$ cat src/rtl/interrupt_controller.sv
// interrupt_controller
// Latches rising edges on up to NUM_SRC peripheral interrupt lines as pending,
// arbitrates among the enabled ones and hands a single interrupt at a time to
// the CPU via int_req / int_en / int_vec. The CPU does not nest interrupts, so
// one source is tracked in service until the CPU pulses int_ret.
//
// Register window (reg_addr):
//   0 CTRL  : bit0 global enable, other bits read 0
//   1 MASK  : per-source enable bits [NUM_SRC-1:0]
//   2 PEND  : pending bits, write 1 to clear
//   3 VBASE : vector base; int_vec = VBASE + (id << VEC_SHIFT), mod 256
//
// Build option: define INTC_ROUND_ROBIN_EN for a rotating-priority arbiter
// (search upward from the last serviced source). Without it index 0 always
// has the highest priority.

module interrupt_controller #(
    parameter int NUM_SRC   = 4,
    parameter int VEC_SHIFT = 2
) (
    input  logic               clock,
    input  logic               reset_n,
    input  logic [NUM_SRC-1:0] irq_src,
    input  logic               int_ret,
    input  logic [1:0]         reg_addr,
    input  logic               reg_w_en,
    input  logic [7:0]         reg_w_data,
    output logic [7:0]         reg_r_data,
    output logic               int_req,
    output logic [7:0]         int_en,
    output logic [7:0]         int_vec,
    output logic               busy,
    output logic [2:0]         active_id
);

    typedef enum logic [1:0] {
        ST_IDLE    = 2'd0,
        ST_REQ     = 2'd1,
        ST_SERVICE = 2'd2
    } state_t;

    state_t state_reg, state_next;

    logic               ctrl_reg, ctrl_next;
    logic [NUM_SRC-1:0] mask_reg, mask_next;
    logic [NUM_SRC-1:0] pend_reg, pend_next;
    logic [7:0]         vbase_reg, vbase_next;
    logic [NUM_SRC-1:0] irq_prev_reg;

    logic               int_req_reg, int_req_next;
    logic [7:0]         int_vec_reg, int_vec_next;
    logic [2:0]         active_id_reg, active_id_next;

    // Decoded write strobes
    logic wr_ctrl, wr_mask, wr_pend, wr_vbase;

    // Edge detection and arbitration
    logic [NUM_SRC-1:0] irq_edge;
    logic [NUM_SRC-1:0] req_vec;
    logic [NUM_SRC-1:0] grant_clr;
    logic [NUM_SRC-1:0] abort_set;
    logic [NUM_SRC-1:0] w1c_clr;
    logic [2:0]         win_idx;
    logic               win_valid;
    logic               grant;
    logic               abort;
    logic               take;

    // 8-bit zero-padded views for the register read mux
    logic [7:0] mask_view;
    logic [7:0] pend_view;

    assign wr_ctrl  = reg_w_en && (reg_addr == 2'd0);
    assign wr_mask  = reg_w_en && (reg_addr == 2'd1);
    assign wr_pend  = reg_w_en && (reg_addr == 2'd2);
    assign wr_vbase = reg_w_en && (reg_addr == 2'd3);

    // A line high at reset release counts as an edge because the history resets to 0
    assign irq_edge = irq_src & ~irq_prev_reg;
    assign req_vec  = pend_reg & mask_reg;

    // Grant only from IDLE; in REQ the CPU sees int_en and either takes it or we abort
    assign grant = (state_reg == ST_IDLE) && ctrl_reg && win_valid;
    assign take  = (state_reg == ST_REQ) && ctrl_reg;
    assign abort = (state_reg == ST_REQ) && !ctrl_reg;

    assign ctrl_next  = wr_ctrl  ? reg_w_data[0] : ctrl_reg;
    assign vbase_next = wr_vbase ? reg_w_data    : vbase_reg;

    genvar gi;

    // Per-source pending/mask update: edge and abort re-set beat any clear
    generate
        for (gi = 0; gi < NUM_SRC; gi++) begin : g_src
            assign grant_clr[gi] = grant && (win_idx == 3'(gi));
            assign abort_set[gi] = abort && (active_id_reg == 3'(gi));
            assign w1c_clr[gi]   = wr_pend && reg_w_data[gi];
            assign pend_next[gi] = (pend_reg[gi] & ~w1c_clr[gi] & ~grant_clr[gi])
                                 | irq_edge[gi] | abort_set[gi];
            assign mask_next[gi] = wr_mask ? reg_w_data[gi] : mask_reg[gi];
        end
    endgenerate

    // Unimplemented source bits read as zero
    generate
        for (gi = 0; gi < 8; gi++) begin : g_view
            if (gi < NUM_SRC) begin : g_live
                assign mask_view[gi] = mask_reg[gi];
                assign pend_view[gi] = pend_reg[gi];
            end else begin : g_zero
                assign mask_view[gi] = 1'b0;
                assign pend_view[gi] = 1'b0;
            end
        end
    endgenerate

`ifdef INTC_ROUND_ROBIN_EN
    localparam logic [2:0] PTR_RESET = 3'(NUM_SRC - 1);

    logic [2:0] rr_ptr_reg, rr_ptr_next;

    // Pointer follows the source actually taken by the CPU; aborted requests leave it alone
    assign rr_ptr_next = take ? active_id_reg : rr_ptr_reg;

    // Last-grant pointer register
    always_ff @(posedge clock or negedge reset_n) begin
        if (!reset_n) begin
            rr_ptr_reg <= PTR_RESET;
        end else begin
            rr_ptr_reg <= rr_ptr_next;
        end
    end

    // Rotating priority: pick the requester closest above the last grant, with wrap
    always_comb begin : p_arb
        int best;
        int dist;
        best      = NUM_SRC;
        dist      = 0;
        win_idx   = 3'd0;
        win_valid = 1'b0;
        for (int i = 0; i < NUM_SRC; i++) begin
            dist = (i - int'(rr_ptr_reg) - 1 + 2 * NUM_SRC) % NUM_SRC;
            if (req_vec[i] && (dist < best)) begin
                best      = dist;
                win_idx   = 3'(i);
                win_valid = 1'b1;
            end
        end
    end
`else
    // Fixed priority: lowest set index wins (scan downward so the last hit is the lowest)
    always_comb begin : p_arb
        win_idx   = 3'd0;
        win_valid = 1'b0;
        for (int i = NUM_SRC - 1; i >= 0; i--) begin
            if (req_vec[i]) begin
                win_idx   = 3'(i);
                win_valid = 1'b1;
            end
        end
    end
`endif

    // FSM next-state and registered CPU-facing outputs
    always_comb begin
        state_next     = state_reg;
        int_req_next   = 1'b0;
        int_vec_next   = int_vec_reg;
        active_id_next = active_id_reg;
        case (state_reg)
            ST_IDLE: begin
                if (grant) begin
                    state_next     = ST_REQ;
                    int_req_next   = 1'b1;
                    active_id_next = win_idx;
                    int_vec_next   = vbase_reg + (8'(win_idx) << VEC_SHIFT);
                end
            end
            ST_REQ: begin
                // int_en low during the request cycle means the CPU never saw it
                state_next = take ? ST_SERVICE : ST_IDLE;
            end
            ST_SERVICE: begin
                if (int_ret) begin
                    state_next = ST_IDLE;
                end
            end
            default: begin
                state_next = ST_IDLE;
            end
        endcase
    end

    // State, configuration and output registers
    always_ff @(posedge clock or negedge reset_n) begin
        if (!reset_n) begin
            state_reg     <= ST_IDLE;
            ctrl_reg      <= 1'b0;
            mask_reg      <= '0;
            pend_reg      <= '0;
            vbase_reg     <= 8'd0;
            irq_prev_reg  <= '0;
            int_req_reg   <= 1'b0;
            int_vec_reg   <= 8'd0;
            active_id_reg <= 3'd0;
        end else begin
            state_reg     <= state_next;
            ctrl_reg      <= ctrl_next;
            mask_reg      <= mask_next;
            pend_reg      <= pend_next;
            vbase_reg     <= vbase_next;
            irq_prev_reg  <= irq_src;
            int_req_reg   <= int_req_next;
            int_vec_reg   <= int_vec_next;
            active_id_reg <= active_id_next;
        end
    end

    // Register read mux, combinational from reg_addr
    always_comb begin
        reg_r_data = 8'd0;
        case (reg_addr)
            2'd0:    reg_r_data = {7'd0, ctrl_reg};
            2'd1:    reg_r_data = mask_view;
            2'd2:    reg_r_data = pend_view;
            default: reg_r_data = vbase_reg;
        endcase
    end

    assign int_req   = int_req_reg;
    assign int_vec   = int_vec_reg;
    assign active_id = active_id_reg;
    assign int_en    = {7'd0, ctrl_reg};
    assign busy      = (state_reg != ST_IDLE);

endmodule
$ cat config.mk
export PLATFORM = sky130hd
export DESIGN_NAME = interrupt_controller
export DESIGN_NICKNAME = d
export VERILOG_FILES = /design/src/rtl/interrupt_controller.sv
export SDC_FILE = /design/constraint.sdc
export NUM_CORES = 1
export LEC_CHECK = 0
export ABC_AREA = 1
export BUFFER_PORTS_ARGS = -buffer_cell sky130_fd_sc_hd__buf_2
export CAP_MARGIN = 20
export CELL_PAD_IN_SITES_DETAIL_PLACEMENT = 0
export CELL_PAD_IN_SITES_GLOBAL_PLACEMENT = 2
export CORE_ASPECT_RATIO = 0.6
export CORE_MARGIN = 8
export CORE_UTILIZATION = 32
export CTS_CLUSTER_SIZE = 14
export DETAILED_ROUTE_END_ITERATION = 10
export PLACE_DENSITY = 0.89
export SLEW_MARGIN = 30
export SYNTH_ARGS = -nofsm -noshare
export SYNTH_HDL_FRONTEND = slang
export SYNTH_SLANG_ARGS = --single-unit
export TNS_END_PERCENT = 1
$ cat constraint.sdc
create_clock -name clock -period 2.3 [get_ports clock]
set_clock_uncertainty 0.05 [all_clocks]
set_input_delay 0.23 -clock clock [delete_from_list [all_inputs] [get_ports clock]]
set_output_delay 0.23 -clock clock [all_outputs]
set_load 0.01 [all_outputs]
==> impl_results.md, run 1 <==
- Clock Sinks: 34
- Failing checks: negative hold slack
- Total number of vias: approximately 1.4k
- Fraction of the mapped netlist area in adder cells: 0.00705
- CTS Buffer Depth: 2
- Largest family of logic cells by synthesized area: simple AND/OR/NAND/NOR gates
- Max_cap viols: 0
- Post-DP HPWL: between 3 and 4 mm
- Final #Nets: roughly 270
- Port-buffer cells: 38
- Antenna violations before repair: 0
- Area grow syn2layout: 17.5%
- Starting Density: 0.325
- DRT Wirelength: around 4.4 mm
- FF+latch count, synth: 34
- Average wire per standard cell: 13.8 um
- Post-route ant nets: 0
- Root buffer cell: clkbuf_8
- Worst EP arrival: ~1.8 ns
- First-pass GRT wire length: 7.50 mm
- Post-synthesis mux area share: 0
- Sequential Power Share: 0.416
- Cell variety after synth: 33
- Final Max Tran Viols: 0
- Asr flop ratio synth: 1.00
- Post-synthesis area per instance: ~8.6 sq um
- Fin. Hold Viols: 34
- Ys flop type: dfrtp_1
- Final std cells w/o fill: 317
- PwrDens: 1010 mW/mm^2
- Max VDD drop: ~0.00024 V
- Yosys top cell area share: 0.480
- Final setup viols: 0
- Initial DRC count: 63
- Post_cts resized: 0
- Least-Margin Pin Slew: 0.755 ns
- Net Sw Frac: 0.388
- Clock latency on the worst-skew pair: approximately 0.28 ns
- Fmax: ~580 MHz
- Mapped Cells: 206
- Crit path required time: around 2.4 ns
- Row count: 21
- Switching pwr: about 0.82 mW
- CTS tree: built
- Worst-path maximum fanout: 5
- Hold Crit Class: in -> async
- Setup TNS: 0 ns
- Setup Crit Path Kind: reg -> reg
- Worst rel slew slack: 0.497
- Top cells by area, synth: dfrtp_1, nand2_1, inv_1, buf_4, nand3_1
- Synth cell count leaders: nand2_1, dfrtp_1, inv_1, nand3_1, nor2_1
- Die extent in y: approximately 74 um
- Internal power: about 1.3 mW
- Gate power share: 0.369
- Hold Slack: -0.0376 ns
- DP Cell Count: 309
- Diodes inserted: 0
- H-tree depth: 2
- Min cycle time layout: 1.73 ns
- RSZ-0062 raised after global routing: false
- Share of post-route cells with drive strength above 1: 0.286
- Largest net degree at the start of global routing: 35
- Drt pass-1 iters: 4
- Global placement routability congestion: 0.846
- Tot GR Track Use: 0.117
- # hold bufs at CTS: 0
- Register area share after synthesis: 0.480
- DRC: 0
- Width of the die: between 100 and 150 um
- Area leader, netlist: dfrtp_1
- Setup bufs post-CTS: 0
- Power share of the clock group: 0.215
- Area fraction in and, or, nand and nor cells after synthesis: 0.263
- Number of I/O pins: 47
- Outcome: finished with violations
- DIE AREA: slightly above 0.008 sq mm
- Mapped cell area: between 0.0015 and 0.002 sq mm
- Core ar.: approximately 0.0055 sq mm
- Startpoint class of the critical path: flop
- EDFF count, synth: 0
- Synth Warn #: 0
- Synth Area in XOR/XNOR: 0.00494
- GRT Residual Overflow: 0
- Vias in the first global route: between 1k and 1.5k
- Most common cell in the synthesized netlist: nand2_1
- Worst-case reg-to-reg path depth: 13
- Cts bufs inserted: 5
- Crit path capture type: flop
- Crit share post-route: 0.750
- Area fraction in compound gates after synthesis: 0.131
- DR vias/cell: roughly 4.5
- Leak: 1.10 nW
- CTS clk-pin slew, worst paths: about 0.07 ns
## layout by cell type (no fill, tap or decap), types with 2 or more instances in the layout
cell      count
nand2_1      46
buf_2        38
dfrtp_1      34
inv_1        26
nand3_1      12
nor2_1       10
o21ai_0       8
a21oi_1       8
conb_1        8
nand2_2       7
nor3_1        6
clkbuf_8      6
nand2_4       5
o21ai_1       5
inv_2         3
o221ai_1      3
o21ai_2       3
nor2_2        2
o211ai_1      2
nand4_1       2
## cell type report
type | instances | area [sq um]
fill | 605 | 3380
inverter | 30 | 115
timing repair buffer | 38 | 190
sequential | 34 | 851
clock inverter | 1 | 5.00
tap | 69 | 86.3
multi-input combinational | 138 | 751
clock buffer | 7 | 86.3
## power groups by stage
stage,sequential (mW),combinational [mW],clock (mW)
5_1_grt,0.901,0.887,0.509
3_5_place_dp,0.883,0.787,0
4_1_cts,0.873,0.790,0.471
3_3_place_gp,0.883,0.780,0
2_1_floorplan,0.910,0.511,0
6_report,0.875,0.776,0.452
## kinds of logic after synthesis
group	after synthesis
compound gates	35
xor+xnor	1
fa+ha+maj	1
buf+inv	41
flops	34
other cells	1
simple gates	93
## layer usage
layer | global-route usage | wire length, um
met5 | 0 | 0
met4 | 0.0267 | 46
met3 | 0.0427 | 314
met2 | 0.147 | 1550
met1 | 0.178 | 2470
## worst max-delay path: stages (launching register included)
cell     delay (ns)
dfrtp_1        0.42
nand2_2        0.13
nand2_4        0.08
inv_2          0.06
nand2_4        0.07
inv_4          0.06
nand2_4        0.06
nand2_1        0.06
inv_1          0.04
ha_1           0.18
inv_1          0.09
nand2_4        0.06
xor2_1         0.17
o21ai_2        0.07
## final timing paths
path                             start              end  slack [ns]
setup / recovery           pend_reg[0]       int_vec[4]        0.57
hold / removal                 reset_n       int_vec[0]       -0.04
setup reg to reg           pend_reg[0]       int_vec[4]        0.57
hold reg to reg             int_vec[7]       int_vec[7]        0.42
max in group asynchronous      reset_n      mask_reg[3]        1.75
min in group clock          irq_src[0]  irq_prev_reg[0]        0.02
## through the flow
step            util  hold WS [ns]  total power [mW]  setup WS (ns)  cell area (sq um)
2_1_floorplan      -        -0.116              1.42          0.733               1800
3_3_place_gp   0.365         0.303              1.66          0.636               1990
3_5_place_dp   0.365         0.309              1.67          0.597               1990
4_1_cts        0.381       0.00658              2.13          0.571               2080
5_1_grt        0.381       0.00573              2.30          0.422               2080
6_report       0.381       -0.0376              2.10          0.575               2080
No activity file was read; power rests on OpenSTA's default activity.
==> inputs of run 2 (changes only) <==
Settings changed: CORE_UTILIZATION 32 to 27, PLACE_DENSITY 0.89 to 0.8.
Clock period 2.3 ns to 1.4 ns, I/O delays scaled along.
==> run 2 against run 1 <==
Net effect:
- the flow finishes with violations (negative setup slack)
- core utilization grew 1.3 points
- global-route usage shrank 1.0 points
- via count grew 9.7%
- critical path depth is the same
- sequential power grew 63%
- final cell count grew 19%
- register-to-register slack lost 0.69 ns
- combinational power grew 140%
- setup slack lost 0.69 ns
- sequential share of layout area shrank 7.6 points
- power grew 95%
- routed wire length grew 11%
- critical path type unchanged
- largest cell class unchanged
- largest power group is now combinational logic
==> impl_results.md, run 2 (synthesized netlist as in run 1, its figures left out) <==
- Average wire per standard cell: roughly 13 um
- CTS clk-pin slew, worst paths: ~0.070 ns
- DR vias/cell: roughly 4.2
- Routing usage on met3: 0.0403
- Final WS setup: -0.111 ns
- Most frequent cells in the layout: nand2_1, buf_2, dfrtp_1
- Min cycle time layout: between 1.5 and 2 ns
- Share of post-route cells with drive strength above 1: 0.431
- Failing checks: negative setup slack
- Most Crowded Layer GR: met2
- Port-buffer cells: 38
- Fill cell count: just over 700
- Worst-path maximum fanout: 4
- Global placement routability congestion: ~0.80
- Outcome: finished with violations
- Total number of vias: between 1.5k and 2k
- Crit path capture type: flop
- Hold endpoint: vbase_reg[7]
- R2R Path End: int_vec[4]
- Number of I/O pins: 47
- Fin. Hold Viols: 0
- Worst-case reg-to-reg path depth: 13
- Hold Slack: just under 0.06 ns
- Worst reg2reg startpoint: mask_reg[1]
- Post-route ant nets: 0
- Post-place setup slack: -0.162 ns
- Startpoint class of the critical path: flop
- Antenna violations before repair: 0
- Die extent in y: just under 80 um
- Row count: 23
- PwrDens: around 1600 mW/mm^2
- Max VDD drop: a little under 0.0005 V
- Width of the die: 121 um
- Tot GR Track Use: 0.107
- CTS tree: built
- Final #Nets: 308
- Max_cap viols: 0
- Crit path required time: 1.56 ns
- Clock latency on the worst-skew pair: approximately 0.28 ns
- Cts bufs inserted: 5
- Most common cell after layout, fill and taps aside: nand2_1
- Clock Sinks: 34
- Fin util: 0.394
- GRT Residual Overflow: 0
- Setup TNS: -0.942 ns
- H-tree depth: 2
- DRT Wirelength: between 4 and 5 mm
- Min-Delay Path Depth: 3
- Hold Crit Class: in -> reg
- Worst EP arrival: between 1.5 and 2 ns
- Hold path startpoint: reg_w_data[7]
- Power Total: approximately 4.1 mW
- Area grow syn2layout: 44.5%
- Met1 Use GR: 0.150
- Crit share post-route: 1.08
- Setup Crit Path Kind: reg -> reg
- Grt met2 use: 0.154
- Internal reg-to-reg setup slack: -0.11 ns
- First-pass GRT wire length: a little over 8 mm
- Root buffer cell: clkbuf_8
- Initial DRC count: approximately 130
- Starting Density: 0.273
- Vias in the first global route: approximately 1.7k
- DIE AREA: ~0.0095 sq mm
- Diodes inserted: 0
- Final Max Tran Viols: 0
- Final setup viols: 15
- CTS Buffer Depth: 2
- Post-DP HPWL: approximately 3.8 mm
- Drt pass-1 iters: 4
- DRC: 0
- Leak: 1.33 nW
- Fmax: roughly 660 MHz
- Core ar.: 0.00650 sq mm
- Largest net degree at the start of global routing: 35
- RSZ-0062 raised after global routing: true
[run 2: changes by cell type in the layout (fill, tap and decap cells not counted), sizes merged]
cell         delta
clkinv          -1
clkbuf          +1
dlygate4sd3     +6
buf            +36
[run 2: per-stage QoR]
step | std cells | cell area (sq um)
after floorplan | 213 | 1800
after global placement | 353 | 2230
after detailed placement | 353 | 2230
after CTS | 375 | 2500
after global routing | 377 | 2560
final | 377 | 2560
[run 2: worst max path at each step]
stage	from	to	slack, ns	cells past startpoint
after floorplan	pend_reg[0]	int_vec[4]	-0.13	13
after global placement	mask_reg[1]	int_vec[4]	-0.11	13
after detailed placement	mask_reg[1]	int_vec[4]	-0.16	13
after CTS	mask_reg[0]	int_vec[4]	-0.13	13
after global routing	mask_reg[0]	int_vec[4]	-0.21	13
final	mask_reg[1]	int_vec[4]	-0.11	13
[run 2: critical path, cell delays in order, from the launching register on]
cell and delay, ns:
dfrtp_1 0.39, nand2_2 0.12, nand2_4 0.07, inv_4 0.05
nand2_4 0.06, inv_4 0.05, nand2_4 0.04, nand2_2 0.07
inv_2 0.04, ha_4 0.14, inv_2 0.06, nand2_4 0.06
xor2_2 0.14, o21ai_2 0.11
[run 2: where the power goes]
group	switching, mW	leakage, nW	total, mW	internal (mW)
clock	0.353	0.0575	0.849	0.497
sequential	0.185	0.406	1.43	1.24
combinational	0.963	0.864	1.83	0.866
total	1.50	1.33	4.11	2.61
[run 2: repair_timing]
action | 4_1_cts | 5_1_grt
hold buffers | 6 | 0
endpoints found under the hold margin | 39 | 0
pin swaps | 15 | 8
gates resized for setup | 12 | 14
gates cloned | 0 | 0
buffers inserted | 8 | 2
setup endpoints to repair | 11 | 17
[run 2: final cells by class]
class,count,area [sq um],area share
Sequential cell,34,851,0.332
Multi-Input combinational cell,138,825,0.322
Timing Repair Buffer,80,544,0.212
Inverter,30,125,0.0488
Clock buffer,8,110,0.0429
Tap cell,87,109,0.0425
[run 2: routing by layer]
layer / wire length (um) / up-vias
met5: 0 / -
met2: 1900 / 38
met3: 430 / 2
li1: - / 816
met4: 10 / 0
met1: 2520 / 722
==> inputs of run 3 (changes only) <==
Settings changed: PLACE_DENSITY 0.8 to default, PLACE_DENSITY_LB_ADDON from default to 0.1.
==> run 3 against run 2 <==
Net effect:
- the flow still finishes with violations (negative setup slack)
- die area is the same
- routed wire length is 5.4% higher
- first-iteration DRC count shrank 54%
- non-clock buffer count shrank 4
- via count increased by 0.57%
- final cell count decreased by 1.1%
- critical path depth is 2 higher
- core utilization fell by 1.2 points
- register-to-register slack barely moved
- largest power group unchanged
==> impl_results.md, run 3 (synthesized netlist as in run 1, its figures left out) <==
- Cts bufs inserted: 5
- Diodes inserted: 0
- Switching pwr: 1.50 mW
- Crit share post-route: 1.08
- Fill cell count: just over 700
- Multi-input logic area: between 800 and 900 sq um
- Port-buffer cells: 38
- Most common cell after layout, fill and taps aside: nand2_1
- Setup TNS: -0.388 ns
- Cell area after layout: 0.00249 sq mm
- Global placement routability congestion: between 0.7 and 0.8
- DRT Wirelength: about 5.1 mm
- CTS Buffer Depth: 2
- GRT Residual Overflow: 0
- Clock Sinks: 34
- CTS clk-pin slew, worst paths: roughly 0.070 ns
- DR vias/cell: 4.25
- Share of post-route cells with drive strength above 1: 0.420
- Power share of the clock group: 0.194
- Total number of vias: between 1.5k and 2k
- Clock latency on the worst-skew pair: between 0.2 and 0.3 ns
- Fmax: roughly 660 MHz
- DP Cell Count: between 300 and 400
- Setup Crit Path Kind: reg -> reg
- Startpoint class of the critical path: flop
- Post-DP HPWL: between 4 and 5 mm
- First-pass GRT wire length: 8.42 mm
- Final WS setup: -0.106 ns
- Failing checks: negative setup slack
- Antenna violations before repair: 0
- Number of I/O pins: 47
- Storage cell area: ~850 sq um
- Initial DRC count: a little over 60
- Average wire per standard cell: about 14 um
- Fin util: 0.382
- Min cycle time layout: 1.51 ns
- Final #Nets: approximately 300
- Worst-case reg-to-reg path depth: 15
- DIE AREA: between 0.009 and 0.01 sq mm
- Drt pass-1 iters: 4
- PwrDens: ~1600 mW/mm^2
- Final std cells w/o fill: around 370
- Fin. Hold Viols: 0
- Min-Delay Path Depth: 3
- Crit path capture type: flop
- Worst EP arrival: ~1.6 ns
- Width of the die: approximately 120 um
- Crit path required time: between 1.5 and 2 ns
- Outcome: finished with violations
- Sequential Power Share: 0.361
- Final setup viols: 9
- Root buffer cell: clkbuf_8
- Most frequent cells in the layout: nand2_1, buf_2, dfrtp_1
- Final Max Tran Viols: 0
- Net Sw Frac: 0.382
- Starting Density: 0.273
- Core ar.: between 0.006 and 0.007 sq mm
- Area grow syn2layout: 40.1%
- Max_cap viols: 0
- Post-route ant nets: 0
- Row count: 23
- Tot GR Track Use: 0.114
- Vias in the first global route: ~1.6k
- Die extent in y: 78.8 um
- Max VDD drop: about 0.00043 V
- Gate power share: 0.445
- Worst-path maximum fanout: 4
- RSZ-0062 raised after global routing: true
- CTS tree: built
- Internal power: around 2.4 mW
- Placed Area: between 0.002 and 0.0025 sq mm
- Post-place setup slack: -0.147 ns
- H-tree depth: 2
- DRC: 0
- Largest net degree at the start of global routing: 35
- Hold Crit Class: in -> reg
- Leak: between 1 and 1.5 nW
## run 3: layer usage
metal,GRT usage,wire (um)
met5,0,0
met4,0.0409,65
met3,0.0333,382
met2,0.143,1810
met1,0.174,2860
## run 3: area by class of cell
type | count | share of cell area
Clock buffer | 7 | 0.0347
Multi-Input combinational cell | 138 | 0.327
Sequential cell | 34 | 0.343
Inverter | 30 | 0.0483
Timing Repair Buffer | 76 | 0.202
Tap cell | 87 | 0.0438
Clock inverter | 1 | 0.00201
## run 3: path summary, 6_finish.rpt
| check | startpoint | end | slack (ns) |
|---|---|---|---|
| max in group asynchronous | reset_n | ctrl_reg | 0.58 |
| setup reg to reg | mask_reg[1] | int_vec[6] | -0.11 |
| hold reg to reg | int_vec[7] | int_vec[7] | 0.42 |
| min in group asynchronous | reset_n | irq_prev_reg[3] | 0.37 |
| setup / recovery | mask_reg[1] | int_vec[6] | -0.11 |
| hold / removal | reg_w_data[7] | vbase_reg[7] | 0.05 |
## run 3: critical path, cell delays in order, from the launching register on
cell	delay, ns
dfrtp_1	0.39
nand2_2	0.12
nand2_4	0.05
inv_2	0.06
nand2_4	0.06
inv_4	0.05
nand2_4	0.04
nand2_2	0.05
inv_2	0.04
ha_4	0.15
inv_2	0.06
nand2_4	0.06
nand3_2	0.05
nand2_1	0.05
nand3_1	0.08
nand2_1	0.05
## run 3: power groups by stage
stage	registers, mW	logic (mW)	clock network (mW)
6_report	1.42	1.75	0.765
5_1_grt	1.47	1.94	0.848
4_1_cts	1.42	1.73	0.805
3_5_place_dp	1.44	1.61	0
3_3_place_gp	1.44	1.62	0
2_1_floorplan	1.49	0.843	0
## run 3: timing repair
item	in CTS	in global routing
buffers inserted	3	1
pin swaps	7	6
hold buffers	6	0
hold endpoints to repair	39	0
endpoints found under the setup margin	13	15
gates resized for setup	14	9
## run 3: metrics by stage
step | hold WS (ns) | power (mW)
finish | 0.0498 | 3.94
global route | 0.0699 | 4.25
CTS | 0.0443 | 3.95
detailed placement | 0.160 | 3.05
global placement | 0.161 | 3.06
floorplan | -0.206 | 2.34
